[config.mk]
export PLATFORM = sky130hd
export DESIGN_NAME = div_unit
export DESIGN_NICKNAME = d
export VERILOG_FILES = /design/src/rtl/div_unit.sv
export SDC_FILE = /design/constraint.sdc
export NUM_CORES = 1
export LEC_CHECK = 0
export BUFFER_PORTS_ARGS = -buffer_cell sky130_fd_sc_hd__buf_2
export CAP_MARGIN = 20
export CORE_UTILIZATION = 50
export CTS_CLUSTER_DIAMETER = 150
export DETAILED_ROUTE_END_ITERATION = 10
export PLACE_DENSITY = 0.7
export RECOVER_POWER = 100
export SETUP_SLACK_MARGIN = 0.15
export SYNTH_ARGS = -nofsm -noshare
export SYNTH_HDL_FRONTEND = slang
export SYNTH_SLANG_ARGS = --single-unit
[constraint.sdc]
create_clock -name clk -period 8.1 [get_ports clk]
set_clock_uncertainty 0.1 [all_clocks]
set_input_delay 1.62 -clock clk [delete_from_list [all_inputs] [get_ports clk]]
set_output_delay 1.62 -clock clk [all_outputs]
set_load 0.005 [all_outputs]
[src/rtl/div_unit.sv]
// div_unit: restoring radix-2 divider for a HI/LO register file.
// Takes one iteration per clock; supports signed and unsigned operands, annul, and a divide-by-zero fast path.
`default_nettype none

module div_unit #(
  parameter int DATA_W = 32
) (
  input  logic              clk,
  input  logic              rst,
  input  logic              start_i,
  input  logic              signed_i,
  input  logic              annul_i,
  input  logic [DATA_W-1:0] opdata1_i,
  input  logic [DATA_W-1:0] opdata2_i,
  output logic              busy_o,
  output logic              ready_o,
  output logic              we_o,
  output logic [DATA_W-1:0] hi_o,
  output logic [DATA_W-1:0] lo_o
);

  localparam int CNT_W = (DATA_W > 1) ? $clog2(DATA_W) : 1;
  localparam logic [CNT_W-1:0] LAST_CNT = CNT_W'(DATA_W - 1);

  typedef enum logic [1:0] {
    IDLE   = 2'd0,
    BYZERO = 2'd1,
    ON     = 2'd2,
    END    = 2'd3
  } state_t;

  state_t              state;
  logic [CNT_W-1:0]    count;
  logic [2*DATA_W:0]   rem;
  logic [DATA_W-1:0]   divisor;
  logic                neg_q;
  logic                neg_r;

  logic [2*DATA_W:0]   rem_next;
  logic [DATA_W-1:0]   q_mag;
  logic [DATA_W-1:0]   r_mag;
  logic [DATA_W-1:0]   q_res;
  logic [DATA_W-1:0]   r_res;
  logic [DATA_W-1:0]   a_mag;
  logic [DATA_W-1:0]   b_mag;

  // rem holds {partial remainder (DATA_W+1 bits), dividend/quotient (DATA_W bits)}
  always_comb begin
    rem_next = rem << 1;
    if (rem_next[2*DATA_W:DATA_W] >= {1'b0, divisor}) begin
      rem_next[2*DATA_W:DATA_W] = rem_next[2*DATA_W:DATA_W] - {1'b0, divisor};
      rem_next[0]               = 1'b1;
    end
    q_mag = rem_next[DATA_W-1:0];
    r_mag = rem_next[2*DATA_W-1:DATA_W];
    q_res = neg_q ? (~q_mag + 1'b1) : q_mag;
    r_res = neg_r ? (~r_mag + 1'b1) : r_mag;
  end

  // The most negative dividend has no positive counterpart; its magnitude wraps to the same unsigned value.
  always_comb begin
    a_mag = (signed_i && opdata1_i[DATA_W-1]) ? (~opdata1_i + 1'b1) : opdata1_i;
    b_mag = (signed_i && opdata2_i[DATA_W-1]) ? (~opdata2_i + 1'b1) : opdata2_i;
  end

  always_ff @(posedge clk or posedge rst) begin
    if (rst) begin
      state   <= IDLE;
      count   <= '0;
      rem     <= '0;
      divisor <= '0;
      neg_q   <= 1'b0;
      neg_r   <= 1'b0;
      busy_o  <= 1'b0;
      ready_o <= 1'b0;
      we_o    <= 1'b0;
      hi_o    <= '0;
      lo_o    <= '0;
    end else begin
      ready_o <= 1'b0;
      we_o    <= 1'b0;
      case (state)
        IDLE: begin
          if (start_i && !annul_i) begin
            rem     <= {{(DATA_W+1){1'b0}}, a_mag};
            divisor <= b_mag;
            neg_q   <= signed_i & (opdata1_i[DATA_W-1] ^ opdata2_i[DATA_W-1]);
            neg_r   <= signed_i & opdata1_i[DATA_W-1];
            count   <= '0;
            busy_o  <= 1'b1;
            state   <= (opdata2_i == '0) ? BYZERO : ON;
          end
        end
        BYZERO: begin
          busy_o <= 1'b0;
          if (annul_i) begin
            state <= IDLE;
          end else begin
            state   <= END;
            ready_o <= 1'b1;
            we_o    <= 1'b1;
            hi_o    <= '0;
            lo_o    <= '0;
          end
        end
        ON: begin
          if (annul_i) begin
            state  <= IDLE;
            busy_o <= 1'b0;
            count  <= '0;
          end else begin
            rem <= rem_next;
            if (count == LAST_CNT) begin
              state   <= END;
              busy_o  <= 1'b0;
              ready_o <= 1'b1;
              we_o    <= 1'b1;
              hi_o    <= r_res;
              lo_o    <= q_res;
              count   <= '0;
            end else begin
              count <= count + 1'b1;
            end
          end
        end
        END: begin
          state <= IDLE;
        end
        default: begin
          state <= IDLE;
        end
      endcase
    end
  end

endmodule

`default_nettype wire
==> Word-level counts from Yosys, hierarchy flattened <==
Cells that the tools add are included.
{ "totals": {"reg_bits": 171, "input_bits": 69, "out_inout_bits": 67, "word_cells": 82} }
{ "classes": {"addsub": 6, "n_lt_le_gt_ge": 1, "eq_ne": 9, "n_mux": 34, "n_bitwise": 7, "reduce_logical": 15} }
{ "op_table": {"columns": ["op", "n"], "rows": [
  ["2-to-1 mux 32 bit", 10],
  ["adder 32 x 1 -> 32 bit (second input constant)", 4],
  ["2-to-1 mux 64 bit", 2],
  ["inverter 32 bit", 4],
  ["one-hot mux 32 bit (2 select lines)", 2],
  ["one-hot mux 64 bit (2 select lines)", 1],
  [">= comparator 33 x 32 -> 1 bit", 1],
  ["zero test 32 bit", 1],
  ["subtractor 32 bit", 1],
  ["2-to-1 mux 5 bit", 3],
  ["2-to-1 mux 2 bit", 5],
  ["one-hot mux 5 bit (2 select lines)", 1],
  ["!= test 2 bit (second input constant)", 4],
  ["one-hot mux 2 bit (4 select lines)", 1],
  ["2-to-1 mux 1 bit", 7],
  ["AND reduction 2 bit", 3],
  ["AND reduction 3 bit", 2],
  ["adder 5 x 1 -> 5 bit (second input constant)", 1],
  ["equality test 5 bit (second input constant)", 1],
  ["equality test 2 bit (second input constant)", 2],
  ["AND reduction 4 bit", 1],
  ["nonzero test 2 bit", 2],
  ["logical AND 1 bit", 3],
  ["!= test 3 bit (second input constant)", 1],
  ["8 further kinds", 9]
]} }

==> Logic depth before layout (Yosys ltp) <==
{ "logic_depth": {"depth_word": 8, "depth_mapped": 22, "ltp_nobuf": 18} }

==> Worst setup path before layout <==
No wires, ideal clock.
{ "synth_path": {"path_type": "register to register", "start": "register rem[49]", "end": "register lo_o[28]", "setup_time_ns": 0.133, "arrival_time_ns": 4.801, "t_required_ns": 7.867, "path_slack_ns": 3.066, "path_stages_with_launch": 22, "n_path_buf": 4, "cell_sequence": "dfrtp_1 -> ha_1 -> clkbuf_1 -> a21oi_1 -> o21ai_1 -> a21oi_1 -> o211ai_1 -> a21o_1 -> inv_2 -> clkbuf_1 -> clkbuf_1 -> buf_1 -> ha_1 -> nand2b_1 -> or2_1 -> nand2b_1 -> nand2b_1 -> or4_1 -> or4_1 -> o21ai_0 -> xor2_1 -> o21ai_0"} }
{ "synth_between": {"elab_chain_cells": 8} }
{ "synth_rtl": {"columns": ["element", "line", "source"], "rows": [
  ["start: declaration", "34", "logic [2*DATA_W:0] rem;"],
  ["start signal: assignment", "85", "rem <= {{(DATA_W+1){1'b0}}, a_mag};"],
  ["start signal: assignment", "112", "rem <= rem_next;"],
  [">= comparator 33 x 32 -> 1 bit", "50", "if (rem_next[2*DATA_W:DATA_W] >= {1'b0, divisor}) begin"],
  ["2-to-1 mux 1 bit", "50", null],
  ["inverter 32 bit", "56", "q_res = neg_q ? (~q_mag + 1'b1) : q_mag;"],
  ["adder 32 x 1 -> 32 bit", "56", null],
  ["2-to-1 mux 32 bit", "56", null],
  ["2-to-1 mux 32 bit", "113", "if (count == LAST_CNT) begin"],
  ["2-to-1 mux 32 bit", "107", "if (annul_i) begin"],
  ["one-hot mux 32 bit (2 select lines)", "82", "case (state)"],
  ["end signal: assignment", "119", "lo_o <= q_res;"],
  ["end: declaration", "19", "output logic [DATA_W-1:0] lo_o"]
]} }
Every way passes these cells. The select of a mux whose other input is x is not followed.
A chain may end at the register's enable or synchronous reset.

==> Worst setup path after layout <==
{ "layout_path": {"start": "register rem[37]", "end": "register lo_o[28]"} }
Same word-level chain as after synthesis.

==> summary by stage <==
Synth
Counting every net in the synthesized netlist gives 1,594. Counting flops and latches in the post-synthesis netlist gives approximately 170. Of the post-synthesis cell area, the dominant cell type holds 35.8%.

Yosys attributes the largest share of cell area to dfrtp_1, nand2_1, o21ai_0. The library cell with the highest instance count after synthesis is nand2_1. The combinational family with the most area after synthesis is compound AO/OA/AOI/OAI gates. The cell area that synthesis handed to floorplanning was 12,000 um2. The number of synthesized flops with an enable pin is 0. The adder-cell area share of the yosys netlist is 4.56%. After synthesis, the most frequently instantiated cells are nand2_1, o21ai_0, dfrtp_1. Summing the areas of all compound-gate instances in the mapped netlist gives around a quarter of the synthesized area. The synthesized netlist devotes 10.2% of its cell area to XOR and XNOR gates.

The post-synthesis area per instance is 8.06 um2. In this run, distinct cell masters in the synthesized netlist total 73. The area share of and/or/nand/nor cells after synthesis is 19.8%.

The cell type contributing the most total cell area after synthesis is dfrtp_1. Of the synthesized area, sequential elements account for 35.8%. The multiplexer area fraction after synthesis is between 1 and 1.5%. Synthesis handed over a netlist of 1,482 instances. For this run, the leading register cell type out of synthesis is dfrtp_1. Of all flip-flops after synthesis, the portion carrying an async set or reset was between 90% and 100%.

For this run, the number of Yosys warnings is 0.

Hold path
The path class of the tightest hold or removal check is reg -> reg.

Power
The maximum resistive drop on vdd is about 0.30 mV. Dividing total power by cell area gives a power density of 476 nW/um2. The analysis attributes to cell leakage a power of 5.93 nW.

Critical path
The required time of the critical path is 8210 ps. The worst setup path endpoint is lo_o[28]. The worst register-to-register path begins at rem[37]. Measured in cells, the most critical reg-to-reg path has a length of 18. The endpoint of the worst-slack reg-to-reg timing path is lo_o[28]. Across all register-to-register paths, the minimum setup slack is about 1500 ps.

The worst setup path is of the reg -> reg kind. STA classifies the critical path endpoint as a flop. The critical path starts at rem[37]. Data arrives at the worst endpoint at 6680 ps. STA classifies the critical path startpoint as a flop. Along the worst path, the maximum fanout reaches 42.

Job
Max-cap violations in this run came to 5.

Status
The flow ran to the end, but the final reports show violations. The final reports fail on capacitance limit, slew limit.

Route
The mean number of vias per cell is 5.87. The routed layout has about 11,000 vias. After detailed routing, the number of remaining DRC violations is 0.

The count of nets left with antenna violations once routing finished came out at 0. In this run, the number of DRC markers left after iteration 0 of detailed routing was between 900 and 1,000. The overall routed net length is 34,400 um.

The detailed-route wire length per cell is roughly 18 um. The number of detailed-route iterations in the first pass is 5.

Timing
Derived from the worst setup path, the maximum achievable clock frequency is 152 MHz. Counting I/O delays and the setup requirement, the final critical path takes between 6000 and 7000 ps. The worst path uses slightly above 80% of the clock period. Setup repair after global routing left no endpoint under its margin. Setup violations remaining at the end of the flow were counted as 0. The number of max-slew violations in the final report is 253. The number of hold-slack violations in the final timing report was 0.

At the pin with the least slew margin, the transition time is roughly 2700 ps. Measured against its own limit, the worst slew margin works out to -83.3%. The sum of negative setup slack is 0 ps.

Floorplan
After floorplanning, the core was sized to cover about 23,000 um2. The number of placement rows is 56. The initial utilization of the core area, before any placement, comes to 50.9%. The total I/O pin count is about 140. The floorplan step set the die width to 157 um.

The overall die area is 24,500 um2. In this run the vertical extent of the chip is 157 um.

CTS
The cell sitting at the root of the clock tree is a clkbuf_16. CTS saw 171 sinks. The maximum clock insertion buffer count is 2. The quantity of hold-fixing buffers added after cts is 0. The TritonCTS clock tree is done. Gates resized during post-CTS repair numbered 0. The clock reaches the later pin of the worst-skew pair after 440 ps. The total clock buffers created by CTS is 17. Clock-pin slew was measured on the worst setup and hold paths at approximately 80 ps. In this run the number of H-tree levels came out at 4. The post-CTS setup-driven buffer insertion count is 0.

Final layout
Registers take 4280 um2. The number of diodes is 0. The fraction of final layout cells with drive strength greater than 1 is 9.76%. The area taken by multi-input logic gates is 7160 um2. The final layout contains 1,688 nets. The layout filler cell count is between 2,000 and 2,500. The count of placed standard cells in the final layout, fillers left out is 1,907. The synthesis-to-finish area growth is 11.8%.

GRT
The initial antenna violation count came to 0. Global routing used 28.7% of the available tracks across all layers. Entering global routing, the biggest net connects roughly 110 pins. The wire length of the first global-routing pass is roughly 55,000 um. After global routing the overflow that remains totals 0. The number of global-route vias before repair is 10,100.

Place
Port buffering added 135 buffers. The half-perimeter wire length after placement is 26,000 um. After detailed placement, the design holds a cell count of 1,874. The congestion estimate from routability-driven global placement came to 0.960.
stage by stage:
step | total power, mW | hold WS, ps | setup slack, ps | instance area, um2 | utilization [%]
final | 6.36 | 371 | 1540 | 13400 | 56.9
after global routing | 6.86 | 392 | 1090 | 13400 | 56.9
after CTS | 6.30 | 378 | 2640 | 13400 | 57.1
after detailed placement | 5.48 | 366 | 2690 | 12800 | 54.7
after global placement | 5.45 | 356 | 2840 | 12800 | 54.7
after floorplan | 4.32 | 338 | 1750 | 12000 | -
worst max-delay path: stages, from the launching register on:
cell and delay (ps):
dfrtp_1 420, ha_1 410, a21oi_1 320, o21ai_0 180, a211oi_1 250, o21ai_1 210
a21o_1 220, inv_1 160, clkbuf_1 1500, ha_1 400, nand2b_1 140, or2_0 300
nand2b_1 210, nand2b_1 180, or4_1 450, or4_1 440, o21ai_0 200, xor2_1 150
o21ai_0 80
worst min path at each step:
| stage | depth (start not counted) | to | slack (ps) | startpoint |
|---|---|---|---|---|
| 6_report | 1 | count[3] | 370 | count[3] |
| 2_1_floorplan | 1 | count[3] | 340 | count[3] |
| 5_1_grt | 2 | lo_o[26] | 390 | lo_o[26] |
| 4_1_cts | 1 | count[3] | 380 | count[3] |
| 3_5_place_dp | 2 | lo_o[23] | 370 | lo_o[23] |
| 3_3_place_gp | 2 | hi_o[21] | 360 | hi_o[21] |
where the power goes:
group | internal (mW) | switching, mW | leakage [nW]
Combinational | 1.47 | 2.71 | 3.39
Clock | 0.428 | 0.379 | 0.271
Sequential | 1.08 | 0.288 | 2.26
Total | 2.98 | 3.37 | 5.93
layer usage:
layer | wire [um] | vias up | GRT usage, %
met2 | 14500 | 422 | 41.1
met5 | 0 | - | 0
met1 | 16700 | 5243 | 43.4
met4 | 778 | 0 | 9.20
li1 | - | 5486 | -
met3 | 2410 | 51 | 4.85
sequential cells by signal, summed over array words and instances (netlist names):
register and count:
divisor 32, rem 64, neg_q 1, state 2, neg_r 1, lo_o 32
hi_o 32, count 5, we_o 1, busy_o 1
layout by cell type (no fill, tap or decap), types with 6 or more instances in the layout:
| cell | Yosys | layout |
|---|---|---|
| nand2_1 | 266 | 265 |
| o21ai_0 | 194 | 196 |
| dfrtp_1 | 171 | 171 |
| buf_2 | 3 | 99 |
| a21oi_1 | 80 | 80 |
| nor2_1 | 78 | 78 |
| xor2_1 | 71 | 71 |
| xnor2_1 | 68 | 68 |
| inv_1 | 58 | 58 |
| ha_1 | 42 | 42 |
| clkbuf_1 | 61 | 38 |
| o31ai_1 | 30 | 31 |
| o211ai_1 | 29 | 29 |
| nor3_1 | 27 | 27 |
| or3_1 | 25 | 25 |
| a22oi_1 | 24 | 24 |
| nand3_1 | 24 | 23 |
| or4_1 | 18 | 18 |
| clkbuf_16 | 0 | 17 |
| mux2i_1 | 13 | 13 |
| nand2b_1 | 13 | 13 |
| and3_1 | 10 | 10 |
| o41ai_1 | 10 | 10 |
| o22ai_1 | 10 | 10 |
| a21o_1 | 9 | 9 |
| nand4_1 | 9 | 9 |
| a211oi_1 | 9 | 9 |
| a31oi_1 | 9 | 9 |
| nor4_1 | 8 | 8 |
| o21a_1 | 8 | 8 |
| a22o_1 | 8 | 8 |
| and2_1 | 7 | 7 |
| nand3b_1 | 6 | 6 |
| inv_6 | 0 | 6 |
| buf_4 | 1 | 6 |
final cells by class:
| type | instances | share of cell area (%) |
|---|---|---|
| Clock buffer | 17 | 3.19 |
| Clock inverter | 14 | 1.00 |
| Sequential cell | 171 | 32.0 |
| Inverter | 60 | 1.70 |
| Multi-Input combinational cell | 1178 | 53.6 |
| Timing Repair Buffer | 148 | 5.52 |
| Tap cell | 319 | 2.99 |
cell families (layout without fill, tap and decap cells):
family,Yosys count,count (layout)
compound gates,467,467
xor+xnor,139,139
fa+ha+maj,43,43
buf+inv,133,239
flops,171,171
mux,15,15
simple gates,514,514
No activity file was read; power rests on OpenSTA's default activity.
